File: config.mk
export PLATFORM = sky130hd
export DESIGN_NAME = square_bounce
export DESIGN_NICKNAME = d
export VERILOG_FILES = /design/src/rtl/square_bounce.sv
export SDC_FILE = /design/constraint.sdc
export NUM_CORES = 1
export LEC_CHECK = 0
export ABC_AREA = 1
export CAP_MARGIN = 20
export CORE_MARGIN = 4
export CORE_UTILIZATION = 50
export CTS_CLUSTER_DIAMETER = 100
export CTS_CLUSTER_SIZE = 16
export DETAILED_ROUTE_END_ITERATION = 6
export PLACE_DENSITY_LB_ADDON = 0.3
export SLEW_MARGIN = 20
export SYNTH_ARGS = -nofsm -noshare
export SYNTH_HDL_FRONTEND = slang
export SYNTH_SLANG_ARGS = --single-unit
File: constraint.sdc
create_clock -name clk_pix -period 5.9 [get_ports clk_pix]
set_clock_uncertainty 0.1 [all_clocks]
set_input_delay 0.59 -clock clk_pix [delete_from_list [all_inputs] [get_ports clk_pix]]
set_output_delay 0.59 -clock clk_pix [all_outputs]
set_load 0.01 [all_outputs]
File: src/rtl/square_bounce.sv
// Bouncing-squares painter: N_SQ squares move diagonally, bounce off the screen edges, registered RGB out.
// Optional background flash on bounce frames when SQUARE_BOUNCE_FLASH_EN is defined.
module square_bounce #(
    parameter int          CORDW   = 12,
    parameter int          H_RES   = 1920,
    parameter int          V_RES   = 1080,
    parameter int          N_SQ    = 2,
    parameter int          Q_SIZE  = 96,
    parameter int          SPEED   = 1,
    parameter logic [23:0] COLR_SQ = 24'hFF8800,
    parameter logic [23:0] COLR_BG = 24'h0088FF
) (
    input  logic             clk_pix,
    input  logic             rst_n,
    input  logic             run,
    input  logic             frame,
    input  logic [CORDW-1:0] sx,
    input  logic [CORDW-1:0] sy,
    input  logic             de,
    input  logic             hsync,
    input  logic             vsync,
    output logic             de_q,
    output logic             hsync_q,
    output logic             vsync_q,
    output logic [7:0]       red,
    output logic [7:0]       green,
    output logic [7:0]       blue
);
    // One extra bit so position+step and position+size never wrap.
    localparam int            XW    = CORDW + 1;
    localparam logic [XW-1:0] X_MAX = XW'(H_RES - Q_SIZE);
    localparam logic [XW-1:0] Y_MAX = XW'(V_RES - Q_SIZE);
    localparam logic [XW-1:0] STEP  = XW'(SPEED);
    localparam logic [XW-1:0] SIZE  = XW'(Q_SIZE);

    typedef struct packed {
        logic [CORDW-1:0] pos;
        logic             dir;
    } axis_t;

    function automatic axis_t axis_step(input logic [CORDW-1:0] pos, input logic dir,
                                        input logic [XW-1:0] lim);
        logic [XW-1:0] p, sum, dif;
        axis_t         r;
        p   = {1'b0, pos};
        sum = p + STEP;
        dif = p - STEP;
        r   = '{pos: pos, dir: dir};
        if (dir) begin
            if (sum > lim) r = '{pos: CORDW'(lim), dir: 1'b0};
            else           r.pos = CORDW'(sum);
        end else begin
            if (p < STEP)  r = '{pos: '0, dir: 1'b1};
            else           r.pos = CORDW'(dif);
        end
        return r;
    endfunction

    logic [CORDW-1:0] x     [N_SQ];
    logic [CORDW-1:0] y     [N_SQ];
    logic [CORDW-1:0] x_nxt [N_SQ];
    logic [CORDW-1:0] y_nxt [N_SQ];
    logic [N_SQ-1:0]  dir_x, dir_y, dir_x_nxt, dir_y_nxt;
    logic             frame_r, upd, any_hit;
    logic [23:0]      colr_bg, rgb;

    assign upd = frame & ~frame_r & run;

    always_comb begin
        for (int i = 0; i < N_SQ; i++) begin
            {x_nxt[i], dir_x_nxt[i]} = axis_step(x[i], dir_x[i], X_MAX);
            {y_nxt[i], dir_y_nxt[i]} = axis_step(y[i], dir_y[i], Y_MAX);
        end
    end

    // NOTE: position arrays are plain registers, so they take the async reset like any flop.
    always_ff @(posedge clk_pix or negedge rst_n) begin
        if (!rst_n) begin
            frame_r <= 1'b0;
            dir_x   <= '1;
            dir_y   <= '1;
            for (int i = 0; i < N_SQ; i++) begin
                x[i] <= CORDW'(i * 2 * Q_SIZE);
                y[i] <= CORDW'(i * Q_SIZE);
            end
        end else begin
            frame_r <= frame;
            if (upd) begin
                dir_x <= dir_x_nxt;
                dir_y <= dir_y_nxt;
                for (int i = 0; i < N_SQ; i++) begin
                    x[i] <= x_nxt[i];
                    y[i] <= y_nxt[i];
                end
            end
        end
    end

`ifdef SQUARE_BOUNCE_FLASH_EN
    // A direction flip on any axis is exactly a bounce.
    logic flash;
    always_ff @(posedge clk_pix or negedge rst_n) begin
        if (!rst_n)   flash <= 1'b0;
        else if (upd) flash <= (|(dir_x ^ dir_x_nxt)) | (|(dir_y ^ dir_y_nxt));
    end
    assign colr_bg = flash ? 24'hFFFFFF : COLR_BG;
`else
    assign colr_bg = COLR_BG;
`endif

    // NOTE: default first so no path through the loop leaves any_hit unassigned (no latch).
    always_comb begin
        any_hit = 1'b0;
        for (int i = 0; i < N_SQ; i++) begin
            if (({1'b0, sx} >= {1'b0, x[i]}) && ({1'b0, sx} < {1'b0, x[i]} + SIZE) &&
                ({1'b0, sy} >= {1'b0, y[i]}) && ({1'b0, sy} < {1'b0, y[i]} + SIZE))
                any_hit = 1'b1;
        end
    end

    always_ff @(posedge clk_pix or negedge rst_n) begin
        if (!rst_n) begin
            de_q    <= 1'b0;
            hsync_q <= 1'b0;
            vsync_q <= 1'b0;
            rgb     <= '0;
        end else begin
            de_q    <= de;
            hsync_q <= hsync;
            vsync_q <= vsync;
            rgb     <= !de ? 24'h000000 : (any_hit ? COLR_SQ : colr_bg);
        end
    end

    assign {red, green, blue} = rgb;

endmodule
==> results_dict.tcl <==
set metrics [dict create \
    dr.pass1.iters 7 \
    ctsResizeCount 0 \
    layout.cells.non_filler 1388 \
    whs_ns 0.304 \
    drive_above_1_share_pct 7.39 \
    core_um2 14800 \
    die_h_um 132 \
    grt_pass1_wl_um 33100 \
    drcViolationCount 2 \
    initialDrtViolationCount 778 \
    synth_top_area_share_pct 16.4 \
    die_w_um 132 \
    cp_max_fo 50 \
    synth_ff_type "dfrtp_1" \
    diodes 0 \
    crit_family "buffers and inverters" \
    ys_warn_count 0 \
    cpMostUsedCell "a21oi_1" \
    fin_crit_ns 3.18 \
    crit_required_ns 6.01 \
    finalHoldViolCount 0 \
    start_util_pct 51.8 \
    ctsRootBufferMaster "clkbuf_16" \
    synth_area_leaders "dfrtp_1 (16%), ha_1 (15%), nand2_1 (15%)" \
    num_vias 7564 \
    clkPwrFrac_pct 13.7 \
    cp-end-kind "flip-flop" \
    fin_crit_sh_pct 53.9 \
    powerDensity_nw_per_um2 422 \
    stdcell_area_um2 8320 \
    crit_buf_inv 4 \
    cts_max_level 3 \
    overflow 0 \
    outcome "finished with violations" \
    antenna_left 0 \
    cts_buffer_depth 2 \
    placed_cell_area_um2 8040 \
    cts_tree "built" \
    wl_um 19600 \
    cp-start-kind "input port" \
    synth_cell_type_count 44 \
    tightest_slew_ns 0.945 \
    power.share.switching_pct 52.4 \
    rsz0062_at_grt "false" \
    fmax_mhz 315 \
    worstPathArrival_ns 3.29 \
    holdBufCountCts 0 \
    syn_avg_cell_area_um2 6.44 \
    hpwlAfterDp_um 15200 \
    gp_congestion 0.952 \
    power.net_switching_w 0.00184 \
    cts_sinks 58 \
    path_clk_slew_ns 0.05 \
    p_comb_share_pct 59.2 \
    fill_cells 1444 \
    p_int_w 0.00167 \
    dp_cells 1372 \
    max_stage_delay_ns 0.92 \
    slew_headroom_pct 36.6 \
    final_cell_mix "nand2_1 (302), inv_1 (133), nor2_1 (133), ha_1 (92), nand3_1 (77)" \
    irDropWorstVdd_mv 0.227 \
    area_delta_synth_final_pct 8.70 \
    finish.utilization_pct 56.4 \
    nets 1322 \
    cts_setup_buffers 0 \
    critical_path_class "in2reg" \
    setup_viol 0 \
    synth_seq_cells 58 \
    violations "DRC" \
    leakagePower_nw 4.19 \
    core.rowCount 44 \
    clock_latency_ns 0.33 \
    antenna_found_initial 0 \
    drv_slew 0 \
    die_area_um2 17300 \
    grt_use_total_pct 22.5 \
    synth_area_um2 7650 \
    final_common_cell "nand2_1" \
    synthCells 1187 \
    grt_max_degree 59 \
    synth.yosys.seq_area_share_pct 19.1 \
    avgRoutedWirePerCell_um 14.1 \
    ios 58 \
    p_seq_share_pct 27.1 \
    numCtsBuffers 9 \
    path_cells "clkdlybuf4s50_1, nand2_1, nor2_4, buf_4, clkinv_1, a21oi_1, nor2_1, inv_1, a21oi_1" \
    synth_edf_count 0 \
    viasPerCell 5.45 \
    setup-tns-final_ns 0 \
    cp_slowest_cell "clkinv_1" \
    hold_path.class "in2async" \
    drv_cap 0 \
    port_buffers 51 \
    yosys.area.top_type "dfrtp_1" \
    synthArstFlopShare_pct 100 \
    grt_pass1_vias 6853 \
]
-- registers in the layout, summed over array words and instances (netlist names) --
register	flops
frame_r	1
vsync_q	1
x	24
y	24
rgb	3
dir_x	2
hsync_q	1
dir_y	2
-- stage by stage --
step	power, W	worst slack [ns]
6_report	0.00351	2.72
5_1_grt	0.00388	2.44
4_1_cts	0.00350	2.70
3_5_place_dp	0.00299	2.38
3_3_place_gp	0.00295	2.42
2_1_floorplan	0.00254	3.67
-- routing by layer --
| layer | global-route usage, % | share of wire (%) | up-vias | wire length (um) |
|---|---|---|---|---|
| met5 | 0 | 0 | - | 0 |
| met4 | 5.25 | 1.1 | 0 | 215 |
| met3 | 3.13 | 4.8 | 21 | 935 |
| met2 | 37.0 | 47 | 231 | 9150 |
| met1 | 31.3 | 47 | 3443 | 9320 |
| li1 | - | - | 3869 | - |
-- Yosys cell counts, types with 4 or more instances --
cell type / n
nand2_2: 11
dfrtp_1: 50
a31oi_1: 6
inv_2: 15
nor2_1: 134
inv_1: 133
nand4_1: 55
nor2_2: 14
xor2_1: 46
clkinv_1: 5
nand3b_1: 4
nand3_2: 4
nand2_1: 302
buf_2: 11
buf_6: 4
ha_1: 92
nor3_1: 14
a21oi_1: 70
clkbuf_1: 7
buf_4: 34
nand3_1: 77
dfstp_2: 8
o21ai_0: 42
o21ai_1: 17
-- worst paths after layout --
kind                       startpoint  endpoint  slack (ns)  depth (start not counted)
setup / recovery                frame     x[16]        2.72                          9
hold / removal                  rst_n      x[3]        0.30                          2
setup reg to reg                 x[6]    rgb[7]        2.99                         14
hold reg to reg                  y[6]      y[6]        0.45                          2
max in group asynchronous       rst_n      y[9]        4.89                          2
min in group clk_pix             y[6]      y[6]        0.45                          2
-- layout make-up --
cell class / instances / area [um2] / share of cell area [%]
clock inverters: 3 / 15.0 / 0.181
repair buffers: 53 / 520 / 6.26
flip-flops and latches: 58 / 1460 / 17.6
clock buffers: 13 / 260 / 3.13
inverters: 155 / 587 / 7.06
multi-input cells: 922 / 5240 / 63.0
well taps: 184 / 230 / 2.77
-- power by group through the flow --
stage | registers (W) | logic, W | clock network [W]
after floorplan | 0.000702 | 0.00183 | 0
after global placement | 0.000940 | 0.00201 | 0
after detailed placement | 0.000939 | 0.00205 | 0
after CTS | 0.000938 | 0.00207 | 0.000491
after global routing | 0.000978 | 0.00240 | 0.000507
final | 0.000950 | 0.00208 | 0.000480
-- logic make-up (layout without fill, tap and decap cells) --
family	Yosys count	count (layout)	share of synthesized area, %
other cells	1	6	0.0490
compound gates	145	145	10.3
xor+xnor	49	49	5.61
simple gates	630	630	37.1
fa+ha+maj	92	92	15.0
flops	58	58	19.1
buf+inv	212	224	12.7
Power figures use the tool's default switching activity.
